### src/rtl/btn_debounce.sv
// Push-button debouncer: two-flop synchronizer followed by a stability counter.
// Define BTN_DEBOUNCE_EDGE_EN to add registered one-cycle btn_rise/btn_fall pulses.
module btn_debounce #(
  parameter int STABLE_CYCLES = 4,
  parameter int CNT_W         = (STABLE_CYCLES > 2) ? $clog2(STABLE_CYCLES) : 1
) (
  input  logic clk,
  input  logic rst_n,
  input  logic btn_in,
  output logic btn_out
`ifdef BTN_DEBOUNCE_EDGE_EN
  ,
  output logic btn_rise,
  output logic btn_fall
`endif
);

  localparam logic [CNT_W-1:0] CNT_LAST = CNT_W'(STABLE_CYCLES - 1);
  localparam logic [CNT_W-1:0] CNT_ONE  = CNT_W'(1);
  localparam logic [CNT_W-1:0] CNT_ZERO = {CNT_W{1'b0}};

  logic             s1_r;
  logic             s2_r;
  logic [CNT_W-1:0] cnt_r;
  logic             out_r;
  logic [CNT_W-1:0] cnt_nxt_s;
  logic             out_nxt_s;

  // Two-flop synchronizer for the asynchronous button pin
  always_ff @(posedge clk or negedge rst_n) begin
    if (!rst_n) begin
      s1_r <= 1'b0;
      s2_r <= 1'b0;
    end else begin
      s1_r <= btn_in;
      s2_r <= s1_r;
    end
  end

  // Stability window: any return to the current level restarts the full count
  always_comb begin
    cnt_nxt_s = cnt_r;
    out_nxt_s = out_r;
    if (s2_r == out_r) begin
      cnt_nxt_s = CNT_ZERO;
    end else if (cnt_r == CNT_LAST) begin
      out_nxt_s = s2_r;
      cnt_nxt_s = CNT_ZERO;
    end else begin
      cnt_nxt_s = cnt_r + CNT_ONE;
    end
  end

  // Counter and debounced level registers
  always_ff @(posedge clk or negedge rst_n) begin
    if (!rst_n) begin
      cnt_r <= CNT_ZERO;
      out_r <= 1'b0;
    end else begin
      cnt_r <= cnt_nxt_s;
      out_r <= out_nxt_s;
    end
  end

  assign btn_out = out_r;

`ifdef BTN_DEBOUNCE_EDGE_EN
  logic rise_r;
  logic fall_r;

  // Edge pulses register alongside out_r so they coincide with its transition
  always_ff @(posedge clk or negedge rst_n) begin
    if (!rst_n) begin
      rise_r <= 1'b0;
      fall_r <= 1'b0;
    end else begin
      rise_r <= ~out_r & out_nxt_s;
      fall_r <= out_r & ~out_nxt_s;
    end
  end

  assign btn_rise = rise_r;
  assign btn_fall = fall_r;
`endif

endmodule

### config.mk
export PLATFORM = sky130hd
export DESIGN_NAME = btn_debounce
export DESIGN_NICKNAME = d
export VERILOG_FILES = /design/src/rtl/btn_debounce.sv
export SDC_FILE = /design/constraint.sdc
export NUM_CORES = 1
export LEC_CHECK = 0
export BUFFER_PORTS_ARGS = -buffer_cell sky130_fd_sc_hd__buf_2
export CAP_MARGIN = 20
export CORE_AREA = 2 2 39 41
export CTS_CLUSTER_SIZE = 12
export DETAILED_ROUTE_END_ITERATION = 8
export DIE_AREA = 0 0 41 43
export HOLD_SLACK_MARGIN = 0.03
export PLACE_DENSITY = 0.3
export SLEW_MARGIN = 20
export SYNTH_ARGS = -nofsm -noshare
export SYNTH_HDL_FRONTEND = slang
export SYNTH_SLANG_ARGS = --single-unit
### constraint.sdc
create_clock -name clk -period 2.5 [get_ports clk]
set_input_delay 0.25 -clock clk [delete_from_list [all_inputs] [get_ports clk]]
set_output_delay 0.25 -clock clk [all_outputs]
set_load 0.02 [all_outputs]
Yosys cells after proc, flatten, opt, wreduce, memory -nomap -nowiden
Index checks and enable logic that the tools add are counted.

Output and inout bits: 1. Flip-flop bits (word level): 5. Logic and storage cells: 11.

Bitwise logic cells: 1. Mux-type cells: 2. Add/subtract/negate cells: 1. Reduce and logical (&&, ||, !) cells: 1. Equality and inequality tests: 2.

Operators with widths (count): 2-bit 2-to-1 mux (2); 2-bit by 1-bit adder with 2-bit output, second input constant (1); 2-bit == test, second input constant (1); 2-bit AND reduction (1); 1-bit == test (1); 1-bit NOT (1).

Logic depth before layout (Yosys ltp)
Word-level depth: 3. Depth in mapped cells: 2. Mapped depth without buffers: 2.

Worst setup path before layout
No wires, ideal clock.

Path kind: register -> register. From: reg cnt_r[0]. To: reg out_r, in the netlist btn_out. Data required time: 2.375 ns. Setup time: 0.125 ns. Clock period less this slack: 0.970 ns. Arrival time: 0.846 ns. Stages on the path, launching flop included: 3. Setup slack: 1.530 ns. Cells stage by stage: dfrtp_1 -> ha_1 -> mux2_2.

Longest elaborated chain between the ends: 2.

RTL lines: start, declared (RTL line 24) `logic [CNT_W-1:0] cnt_r;`; start signal, assigned (RTL line 60) `cnt_r <= cnt_nxt_s;`; 2-bit == test (RTL line 46) `end else if (cnt_r == CNT_LAST) begin`; 2-bit AND reduction (no source line); end signal, assigned (RTL line 61) `out_r <= out_nxt_s;`; end, declared (RTL line 25) `logic out_r;`.

No other way between the ends. A chain may end at the register's enable or synchronous reset.

Worst setup path after layout
From: reg out_r, in the netlist btn_out. To: out btn_out.

RTL lines: end, declared (RTL line 10) `output logic btn_out`.

No word-level cell between the ends.

==> qor.tcl <==
set qor(ys_seq_elements) 5
set qor(holdWs_ns) 0.1204
set qor(synth_top_area_share) 0.7194
set qor(dp_slack_ns) 1.487
set qor(cts_sinks) 5
set qor(std_cell_rows) 14
set qor(yosys-top-cells-area) {sky130_fd_sc_hd__dfrtp_1 72%, sky130_fd_sc_hd__ha_1 7.2%, sky130_fd_sc_hd__mux2_2 6.5%}
set qor(width_of_the_die_um) 41
set qor(tritoncts) {built}
set qor(antenna_found_initial) 0
set qor(yosys.area_share.xor_xnor) 0.05036
set qor(drive_gt1_frac) 0.4444
set qor(clock_tree.buffer_depth) 2
set qor(yosysWarnings) 0
set qor(met1_length_um) 108
set qor(result_of_the_run) {completed}
set qor(wirelength_um) 232
set qor(synth_cells) 10
set qor(clk_latency_ns) 0.24
set qor(timing.critical_path.slowest_cell_delay_ns) 0.39
set qor(clock_tree.htree_level_count) 1
set qor(final-max-slew-violation-count) 0
set qor(total_leakage_power_uw) 0.0001131
set qor(area_share_of_fa_ha_maj_cells_after_synthesis) 0.07194
set qor(routed_via_density) 2.941
set qor(fp.dieArea_um2) 1763
set qor(gr-usage-all-layers) 0.03943
set qor(synth_top_flop_cell) {sky130_fd_sc_hd__dfrtp_1}
set qor(synth_most_common_cell) {sky130_fd_sc_hd__dfrtp_1}
set qor(worst_ep_arrival_time_ns) 0.79
set qor(yosys-mux-area-fraction) 0.06475
set qor(worst_clock_skew_ns) 0.003036
set qor(setup_total_negative_slack_ns) 0
set qor(ir_drop_mv) 0.4248
set qor(ff2ff_setup_slack_ns) 1.48
set qor(met3_length_um) 21
set qor(dp_hpwl_um) 167.9
set qor(drtAntennaViolNets) 0
set qor(max_freq_ghz) 0.9643
set qor(total_nets_after_synthesis) 14
set qor(grt_remaining_overflow) 0
set qor(final_nets) 23
set qor(critical_path.endpoint_type) {output pin}
set qor(synth_largest_area_cell) {sky130_fd_sc_hd__dfrtp_1}
set qor(clkSlewWorstSetupHoldPaths_ns) 0.04
set qor(antenna-diode-count) 0
set qor(cts.root.buffer_cell) {sky130_fd_sc_hd__clkbuf_4}
set qor(timing.hold.worst.class) {in -> reg}
set qor(rsz0062_at_grt) {no}
set qor(setup_violations) 0
set qor(routed.top_layer) {met3}
set qor(fin_crit_sh) 0.4148
set qor(synth_sequential_area_ratio) 0.7194
set qor(drt_pre_antenna_iters) 1
set qor(cap_violations) 0
set qor(starting_density_of_the_core) 0.1257
set qor(synth_cell_types) 6
set qor(worst_pin_slew_ns) 0.2324
set qor(synth.avg_cell_area_um2) 17.39
set qor(first_global_vias) 93
set qor(post_synth_and_or_nand_nor_area_fraction) 0.09353
set qor(edff_count_synth) 0
set qor(numCtsBuffers) 3
set qor(crit_path_start_kind) {register}
set qor(grt_pass1_wl_um) 365
set qor(syn2layout_area_growth_pct) 41.01
set qor(drc) 0
set qor(critPathKind) {reg -> out}
set qor(min_period_ns) 1.037
set qor(grt_start_max_net_pins) 6
set qor(cp_max_fo) 3
set qor(core_area_um2) 1384
set qor(boundaryPins) 4
set qor(routed-via-count) 100
set qor(die-height_um) 43
set qor(place.gp.congestion) 0.6283
set qor(compound_gate_fraction_of_synth_area) 0
set qor(synthesis.area_um2) 173.9
set qor(crit_required_ns) 2.25
set qor(relSlewSlack) 0.8440
set qor(combinational_family_with_the_most_area_after_synthesis) {simple AND/OR/NAND/NOR gates}
set qor(fin_ws_ns) 1.463
set qor(cts.repair_timing.setup_buffer_count) 0
set qor(path_cells) {buf_2}
set qor(power.density_cell_area_nw_per_um2) 1119
set qor(async_reset_ff_frac) 1.000
set qor(critPathBufInv) 1
set qor(finalPower_uw) 274.5
set qor(worst_path_dominant_cell_family) {flip-flops}
set qor(wl_per_cell_um) 6.824
set qor(routed-wl-met2_um) 103
set qor(first_iter_violations) 0
set qor(buffers_added_on_ports) 3
set qor(report.final.hold_viol_count) 0
set qor(critical_path.slowest_cell) {sky130_fd_sc_hd__dfrtp_1}
cells by family (layout without fill, tap and decap cells):
| logic type | after synthesis | count (layout) |
|---|---|---|
| XOR/XNOR | 1 | 1 |
| buffers and inverters | 0 | 8 |
| AND/OR/NAND/NOR | 2 | 2 |
| multiplexers | 1 | 1 |
| adder cells (fa/ha/maj) | 1 | 1 |
| flip-flops | 5 | 5 |
worst reg2reg max path, stage by stage, from the launching register on:
cell	delay [ns]
sky130_fd_sc_hd__dfrtp_1	0.36
sky130_fd_sc_hd__ha_1	0.20
sky130_fd_sc_hd__mux2_2	0.34
sequential cells by signal, summed over array words and instances (netlist names):
register / cells
s1_r: 1
s2_r: 1
btn_out: 1
cnt_r: 2
area by class of cell:
type	instances	area, um^2
well taps	16	20.02
repair buffers	4	25.02
fillers	158	1139
clock buffers	4	26.28
flip-flops and latches	5	125.1
multi-input cells	5	48.80
metal layers:
layer,GRT usage,up-vias
li1,-,50
met1,0.03618,47
met5,0,-
met3,0.06283,0
met2,0.04063,3
met4,0.02000,0
cell usage in the layout (no fill, tap or decap), drive strengths merged:
master	instances
dlygate4sd3	1
dfrtp	5
nor3	1
buf	3
nor2b	1
xnor2	1
ha	1
mux2	1
clkbuf	4
metrics by stage:
stage               utilization  cell area (um^2)  instances
floorplan                     -             173.9         10
global placement         0.1510             209.0         29
detailed placement       0.1510             209.0         29
CTS                      0.1772             245.2         34
global route             0.1772             245.2         34
finish                   0.1772             245.2         34
power by group:
part           switching [uW]  leakage, uW  internal, uW
sequential               14.2    0.0000610           104
combinational            31.9    0.0000372          34.3
clock                    29.6    0.0000150          60.1
total                    75.6     0.000113           199
final timing paths:
path,startpoint,end,depth (start not counted)
max in group asynchronous,rst_n,s1_r,2
hold reg to reg,s1_r,s2_r,0
hold / removal,btn_in,s1_r,1
min in group asynchronous,rst_n,cnt_r[1],2
setup / recovery,btn_out,btn_out,1
setup reg to reg,cnt_r[0],btn_out,2
what timing repair did:
action / CTS / global route
hold buffers: 1 / 0
gates resized for setup: 0 / 0
hold endpoints to repair: 5 / 0
No activity file was read; power rests on OpenSTA's default activity.
